===== src/rtl/rate_pkg.sv =====
// Shared types and constants for the rate detector: FSM states, speed codes,
// default nominal periods and the tolerance-window helper.
package rate_pkg;

    typedef enum logic [1:0] {
        IDLE   = 2'b00,
        ARMED  = 2'b01,
        LOCKED = 2'b10
    } rd_state_t;

    localparam logic [1:0] SPD_FAST = 2'b00;
    localparam logic [1:0] SPD_1S   = 2'b01;
    localparam logic [1:0] SPD_2S   = 2'b10;
    localparam logic [1:0] SPD_4S   = 2'b11;

    localparam logic [31:0] DEF_ONE_S   = 32'd50_000_000;
    localparam logic [31:0] DEF_TWO_S   = 32'd100_000_000;
    localparam logic [31:0] DEF_FOUR_S  = 32'd200_000_000;
    localparam logic [31:0] DEF_TOL     = 32'd1024;
    localparam logic [31:0] DEF_TIMEOUT = DEF_FOUR_S + DEF_TOL;

    // True when |p - nominal| <= tol; 33-bit signed so the difference never wraps.
    function automatic logic within_tol(input logic [31:0] p,
                                        input logic [31:0] nominal,
                                        input logic [31:0] tol);
        logic signed [32:0] diff;
        diff = $signed({1'b0, p}) - $signed({1'b0, nominal});
        if (diff < 0) begin
            diff = -diff;
        end
        return (diff <= $signed({1'b0, tol}));
    endfunction

endpackage


===== src/rtl/rate_detector_period_classifier.sv =====
// Combinational classifier: maps a measured pulse period onto the speed code
// that would have produced it, or flags it as unmatched.
module period_classifier
    import rate_pkg::*;
#(
    parameter logic [31:0] ONE_S  = DEF_ONE_S,
    parameter logic [31:0] TWO_S  = DEF_TWO_S,
    parameter logic [31:0] FOUR_S = DEF_FOUR_S,
    parameter logic [31:0] TOL    = DEF_TOL
) (
    input  logic [31:0] period_i,
    output logic [1:0]  spd_class_o,
    output logic        matched_o
);

    // A period of exactly one clock is the free-running (speed 00) stream.
    always_comb begin
        spd_class_o = SPD_FAST;
        matched_o   = 1'b0;
        if (period_i == 32'd1) begin
            spd_class_o = SPD_FAST;
            matched_o   = 1'b1;
        end else if (within_tol(period_i, ONE_S, TOL)) begin
            spd_class_o = SPD_1S;
            matched_o   = 1'b1;
        end else if (within_tol(period_i, TWO_S, TOL)) begin
            spd_class_o = SPD_2S;
            matched_o   = 1'b1;
        end else if (within_tol(period_i, FOUR_S, TOL)) begin
            spd_class_o = SPD_4S;
            matched_o   = 1'b1;
        end
    end

endmodule


===== src/rtl/rate_detector.sv =====
// Rate detector: measures the interval between divider enable pulses, locks
// once two consecutive intervals fall in the same speed class, flags loss of
// lock, and mirrors the transmitter's 4-bit pulse counter.
module rate_detector
    import rate_pkg::*;
#(
    parameter logic [31:0] ONE_S   = DEF_ONE_S,
    parameter logic [31:0] TWO_S   = DEF_TWO_S,
    parameter logic [31:0] FOUR_S  = DEF_FOUR_S,
    parameter logic [31:0] TOL     = DEF_TOL,
    parameter logic [31:0] TIMEOUT = FOUR_S + TOL
) (
    input  logic       ClockIn,
    input  logic       Reset,
    input  logic       PulseIn,
    output logic [1:0] SpeedOut,
    output logic       Locked,
    output logic       Error,
    output logic [3:0] PulseCount
);

    rd_state_t   state_q;
    logic [31:0] int_cnt_q;
    logic [31:0] int_cnt_d;
    logic [31:0] period_d;
    logic [1:0]  cand_q;
    logic        cand_valid_q;
    logic [1:0]  speed_q;
    logic        locked_q;
    logic        error_q;
    logic [3:0]  pulse_cnt_q;
    logic [1:0]  cls;
    logic        matched;
    logic        timeout_hit;

    // Period includes the pulse cycle itself, so back-to-back pulses give 1.
    assign period_d = int_cnt_q + 32'd1;

    // A pulse on the saturation cycle takes priority over the timeout.
    assign timeout_hit = (int_cnt_q == TIMEOUT) && !PulseIn;

    period_classifier #(
        .ONE_S  (ONE_S),
        .TWO_S  (TWO_S),
        .FOUR_S (FOUR_S),
        .TOL    (TOL)
    ) u_classifier (
        .period_i    (period_d),
        .spd_class_o (cls),
        .matched_o   (matched)
    );

    // Interval counter next state: restart on a pulse, otherwise count up and saturate.
    always_comb begin
        int_cnt_d = int_cnt_q;
        if (PulseIn) begin
            int_cnt_d = 32'd0;
        end else if (int_cnt_q != TIMEOUT) begin
            int_cnt_d = int_cnt_q + 32'd1;
        end
    end

    // Interval counter register.
    always_ff @(posedge ClockIn) begin
        if (Reset) begin
            int_cnt_q <= 32'd0;
        end else begin
            int_cnt_q <= int_cnt_d;
        end
    end

    // Received-pulse counter, counts in every state and wraps naturally at 16.
    always_ff @(posedge ClockIn) begin
        if (Reset) begin
            pulse_cnt_q <= 4'd0;
        end else if (PulseIn) begin
            pulse_cnt_q <= pulse_cnt_q + 4'd1;
        end
    end

    // Lock FSM with candidate tracking and registered status outputs.
    always_ff @(posedge ClockIn) begin
        if (Reset) begin
            state_q      <= IDLE;
            cand_q       <= SPD_FAST;
            cand_valid_q <= 1'b0;
            speed_q      <= SPD_FAST;
            locked_q     <= 1'b0;
            error_q      <= 1'b0;
        end else begin
            error_q <= 1'b0;
            case (state_q)
                IDLE: begin
                    // First pulse only starts a measurement; there is no period yet.
                    if (PulseIn) begin
                        state_q      <= ARMED;
                        cand_valid_q <= 1'b0;
                    end
                end
                ARMED: begin
                    if (PulseIn) begin
                        if (matched && cand_valid_q && (cls == cand_q)) begin
                            state_q  <= LOCKED;
                            speed_q  <= cls;
                            locked_q <= 1'b1;
                        end else begin
                            cand_q       <= cls;
                            cand_valid_q <= matched;
                        end
                    end else if (timeout_hit) begin
                        state_q <= IDLE;
                    end
                end
                LOCKED: begin
                    if (PulseIn) begin
                        // Any pulse that does not confirm the locked class drops lock;
                        // a matched new class becomes the next candidate.
                        if (!(matched && (cls == speed_q))) begin
                            error_q      <= 1'b1;
                            state_q      <= ARMED;
                            speed_q      <= SPD_FAST;
                            locked_q     <= 1'b0;
                            cand_q       <= cls;
                            cand_valid_q <= matched;
                        end
                    end else if (timeout_hit) begin
                        error_q  <= 1'b1;
                        state_q  <= IDLE;
                        speed_q  <= SPD_FAST;
                        locked_q <= 1'b0;
                    end
                end
                default: begin
                    state_q <= IDLE;
                end
            endcase
        end
    end

    assign SpeedOut   = speed_q;
    assign Locked     = locked_q;
    assign Error      = error_q;
    assign PulseCount = pulse_cnt_q;

endmodule


===== config.mk =====
export PLATFORM = sky130hd
export DESIGN_NAME = rate_detector
export DESIGN_NICKNAME = d
export VERILOG_FILES = /design/src/rtl/rate_pkg.sv /design/src/rtl/rate_detector_period_classifier.sv /design/src/rtl/rate_detector.sv
export SDC_FILE = /design/constraint.sdc
export NUM_CORES = 1
export LEC_CHECK = 0
export BUFFER_PORTS_ARGS = -buffer_cell sky130_fd_sc_hd__buf_4
export CAP_MARGIN = 20
export CORE_MARGIN = 2
export CORE_UTILIZATION = 61
export CTS_BUF_LIST = sky130_fd_sc_hd__clkbuf_4 sky130_fd_sc_hd__clkbuf_8
export DETAILED_ROUTE_END_ITERATION = 8
export GPL_ROUTABILITY_DRIVEN = 0
export PLACE_DENSITY = 0.88
export SLEW_MARGIN = 0
export SYNTH_ARGS = -nofsm -noshare
export SYNTH_HDL_FRONTEND = slang
export SYNTH_SLANG_ARGS = --single-unit
export TNS_END_PERCENT = 10

===== constraint.sdc =====
create_clock -name ClockIn -period 5.4 [get_ports ClockIn]
set_input_delay 0.54 -clock ClockIn [delete_from_list [all_inputs] [get_ports ClockIn]]
set_output_delay 0.54 -clock ClockIn [all_outputs]
set_load 0.1 [all_outputs]

==> results of run 1 <==
cells in the mapped netlist, drive strengths merged, types with 4 or more instances:
cell / number
buf: 24
ha: 16
or3: 17
a221oi: 8
o211ai: 17
a21oi: 53
xor2: 23
nor4: 39
xnor2: 71
nor2: 110
o31ai: 10
nor3: 46
o221ai: 4
a21boi: 6
a31oi: 21
or2: 11
and3: 17
a21o: 7
and2: 20
nand4b: 4
a211oi: 23
inv: 18
nand2: 79
mux2i: 11
o21ai: 49
dfxtp: 45
a2111oi: 13
nand4: 32
o31a: 7
a211o: 7
nor2b: 7
o22ai: 11
or4: 13
a32oi: 4
nand3: 76
o311ai: 8
and4: 9
o2111ai: 10
o41ai: 9
nand2b: 4
clkbuf: 35
stage by stage:
step | hold WS, ps | cells | utilization | area (sq um) | setup TNS (ps)
4_1_cts | 481 | 1358 | 0.798 | 9510 | -313
3_5_place_dp | 468 | 1319 | 0.743 | 8850 | -2580
3_3_place_gp | 454 | 1319 | 0.743 | 8850 | -1320
2_1_floorplan | 452 | 1050 | - | 7560 | 0
kinds of logic after synthesis:
kind of cell	Yosys count	share of synthesized area
AOI/OAI and AO/OA	305	0.305
adders and majority gates	16	0.0270
buffers and inverters	78	0.0441
and+or+nand+nor	496	0.362
DFF	45	0.122
xor gates and xnor gates	97	0.122
muxes	13	0.0179
routing by layer:
layer / overflow / GRT usage
met5: 0 / 0.125
met2: 1 / 0.810
met1: 0 / 0.627
met3: 0 / 0.400
met4: 3 / 0.554
timing repair:
item,CTS
setup buffers,31
pin swaps,35
setup endpoints to repair,9
resized for setup,70
gates cloned,0
==> results.toml, run 1 <==
[clocking]
cts_max_level = 2
cts-root-buf = "clkbuf_8"
ctsHoldBuffers = 0
clock-sinks = 45
cts_buffers = 5
clk_path_buf_depth = 2

[global_route]
grt_max_degree = 18
grtUsageTotal = 0.606
grt_pass1_vias = 11600
grt_pass1_wl_um = 61800
grt_remaining_overflow = 4

[placement]
port_buffers = 10
pre_cts_ws_ps = -362
place_hpwl_um = 23600

[synthesis]
synthFlopType = "dfxtp_1"
syn_area_per_cell_sq_um = 7.05
netlist_instances = 1050
synth-seq-cells = 45
synth_top_area_cell = "dfxtp_1"
synth-edff-count = 0
yosysWarnings = 0
yosysUniqueCellTypes = 90
synth_nets = 1069
synth_area_leaders = "dfxtp_1 (12%), xnor2_1 (8.3%), nor2_1 (5.5%), nand3_1 (5.1%), nand2_1 (4.0%)"
async_flop_share = 0
seq_area_frac_synth = 0.122
synth_top_area_frac = 0.122
syn-cell-area_sq_mm = 0.00740

[outcome]
haltStage = "global routing (5_1_grt)"
status = "aborted with a tool error"
tool.error = "[ERROR GRT-0116] Global routing finished with congestion. Check the congestion regions in the DRC Viewer."

[die]
chipHeight_um = 114
fp-row-count = 40
start_util = 0.621
io_pins = 11
dieWidth_um = 114
==> run 2, diff against run 1 <==
--- a/config.mk
+++ b/config.mk
@@ -8,11 +8,10 @@
 export BUFFER_PORTS_ARGS = -buffer_cell sky130_fd_sc_hd__buf_4
 export CAP_MARGIN = 20
 export CORE_MARGIN = 2
-export CORE_UTILIZATION = 61
-export CTS_BUF_LIST = sky130_fd_sc_hd__clkbuf_4 sky130_fd_sc_hd__clkbuf_8
+export CORE_UTILIZATION = 40
 export DETAILED_ROUTE_END_ITERATION = 8
 export GPL_ROUTABILITY_DRIVEN = 0
-export PLACE_DENSITY = 0.88
+export PLACE_DENSITY_LB_ADDON = 0.15
 export SLEW_MARGIN = 0
 export SYNTH_ARGS = -nofsm -noshare
 export SYNTH_HDL_FRONTEND = slang
==> constraint.sdc (replaced) <==
create_clock -name ClockIn -period 7 [get_ports ClockIn]
set_input_delay 0.7 -clock ClockIn [delete_from_list [all_inputs] [get_ports ClockIn]]
set_output_delay 0.7 -clock ClockIn [all_outputs]
set_load 0.1 [all_outputs]
==> run 2 against run 1 <==
Net effect: the run now ends clean; synthesized cell count did not move; synthesized area did not move.
==> results.toml, run 2 <==
[outcome]
status = "finished clean"

[synthesis]
synth-xor-area-share = 0.122
syn-cell-area_sq_mm = 0.00740
synth-seq-cells = 45
synth.most_common_cell = "nor2_1"
synthSimpleGateAreaFrac = 0.362
yosysWarnings = 0
synth_fa_ha_area_frac = 0.0270
async_flop_share = 0
netlist_instances = 1050
synthMuxAreaShare = 0.0179
synth_nets = 1069
yosysUniqueCellTypes = 90
synth_area_leaders = "dfxtp_1 (12%), xnor2_1 (8.3%), nor2_1 (5.5%), nand3_1 (5.1%), nand2_1 (4.0%)"
synth_top_area_cell = "dfxtp_1"
synth-edff-count = 0
synth-compound-area-share = 0.305
syn_area_per_cell_sq_um = 7.05
synth_top_family_by_area = "simple AND/OR/NAND/NOR gates"
seq_area_frac_synth = 0.122
synth_top_area_frac = 0.122
yosys-top-cells-count = "nor2_1 (109), nand2_1 (79), nand3_1 (75)"
synthFlopType = "dfxtp_1"

[die]
fp-row-count = 49
chipHeight_um = 140
io_pins = 11
start_util = 0.409
dieWidth_um = 140
core_area_sq_mm = 0.0181
die-area_sq_mm = 0.0196

[timing]
post-route-period-util = 0.943
fmax_mhz = 151
timing.slew.headroom = 0.279
fin_crit_ps = 6600
setup_tns_ps = 0
rsz0062_at_grt = "no"
slew_violations = 0
finalHoldViolCount = 0
worstMarginPinSlew_ps = 1080
finalClockSkew_ps = 11.4
setup_viol = 0

[placement]
place_hpwl_um = 23400
port_buffers = 10

[layout]
antenna_cells = 0
largest_reg_flops = 32
final_util = 0.448
seqCellArea_sq_um = 901
nFillCells = 1843
top_register = "int_cnt_q"
finish.net_count = 1079
final_common_cell = "nor2_1"
layout_common_cells = "nor2_1 (109), nand2_1 (79), nand3_1 (75)"
multi_input_area_sq_mm = 0.00621
drive_above_1_share = 0.117
areaGrowthSynthToFinish_pct = 9.48

[global_route]
antenna_found_initial = 0
grtUsageTotal = 0.298
grt_pass1_vias = 7944
grt_pass1_wl_um = 46300
grt_max_degree = 19
grt_remaining_overflow = 0

[power]
pwr-share-comb = 0.218
switching_share = 0.306
ir_drop_mv = 0.129
p_int_mw = 0.505
power.share.sequential = 0.383
clkPwrFrac = 0.399
p_per_area_mw_per_mm2 = 89.7
finalPower_mw = 0.727
p_leak_nw = 2.78
switchingPower_mw = 0.222

[clocking]
ctsHoldBuffers = 0
post-cts-setup-buffers = 0
cts_max_level = 2
cts-root-buf = "clkbuf_16"
cts_buffers = 5
clk_latency_ps = 300
cts_tree = "done"
clk_path_buf_depth = 2
clock-sinks = 45
clkTransAtPathRegs_ps = 60

[drt]
drt_iter0_markers = 1354
vias = 8869
vias_per_cell = 6.88
ant_nets = 0
drt-wirelength-per-cell_um = 23.2
wirelength_um = 29900
dr.pass1.iters = 6
remaining_drc_errors = 0

[min_path]
holdCritPathClass = "reg -> reg"

[setup_path]
critPathCaptureType = "register"
crit_fanout = 16
startpoint_type = "register"
cp.required_ps = 7180
worstSetupPathType = "reg -> reg"
arrival_ps = 6780

[job]
maxCapViolCount = 0
## run 2: cell counts after synthesis
No cell type changed its count.
## run 2: path summary, 6_finish.rpt
path,start,end,slack [ps],cells past startpoint
worst max-delay path,int_cnt_q[1]$_SDFFE_PP0P_,SpeedOut[0]$_SDFFE_PP0P_,400,18
worst min-delay path,Locked$_SDFFE_PP0P_,Locked$_SDFFE_PP0P_,470,2
worst max register to register,int_cnt_q[1]$_SDFFE_PP0P_,SpeedOut[0]$_SDFFE_PP0P_,400,18
worst min register to register,Locked$_SDFFE_PP0P_,Locked$_SDFFE_PP0P_,470,2
## run 2: final cells by class
cell class / instances / area share
clock buffer: 7 / 0.0176
clock inverter: 1 / 0.00371
inverter: 19 / 0.00880
multi-input combinational: 927 / 0.766
sequential: 45 / 0.111
tap: 229 / 0.0354
timing repair buffer: 62 / 0.0574
## run 2: layer usage
layer,wire length [um],track usage,up-vias
met1,12600,0.409,4126
met5,0,0,-
met4,1600,0.141,0
met2,12800,0.457,526
met3,2880,0.0468,105
li1,-,-,4112
## run 2: through the flow
step                      hold slack (ps)  worst slack, ps  instance area, sq um  instances
final                                 471              399                  8100       1290
after global placement                457              515                  7910       1282
after detailed placement              461              291                  7910       1282
after CTS                             475              274                  8080       1290
after floorplan                       452             1080                  7400       1050
after global routing                  501             25.6                  8100       1290
## run 2: logic make-up (layout without fill, tap and decap cells)
kind of cell | count (synthesis) | in the layout
compound gates | 305 | 305
xor+xnor | 97 | 97
fa+ha+maj | 16 | 16
buf+inv | 78 | 89
flops | 45 | 45
mux | 13 | 13
simple gates | 496 | 496
## run 2: power by group through the flow
stage | sequential [mW] | combinational, mW | clock [mW]
floorplan | 0.303 | 0.102 | 0
global placement | 0.284 | 0.159 | 0
detailed placement | 0.284 | 0.157 | 0
CTS | 0.278 | 0.158 | 0.295
global route | 0.280 | 0.175 | 0.304
finish | 0.278 | 0.158 | 0.290
## run 2: what timing repair did
item	CTS	global route
hold endpoints to repair	0	0
setup endpoints to repair	0	8
resized for setup	0	5
## run 2: critical path, stage by stage (launching register included)
cell and delay [ps]:
dfxtp_1 430, ha_1 360, nand4_4 310, or4_1 870
or3_1 470, and2_2 330, nor3_2 360, nand4_2 360
and2_0 460, a211o_1 350, a221oi_1 320, o311ai_0 230
nor4_2 230, buf_4 210, a211oi_2 60, a2111oi_4 400
a21oi_2 140, o211ai_2 260, mux2_1 340
Power figures use the tool's default switching activity.
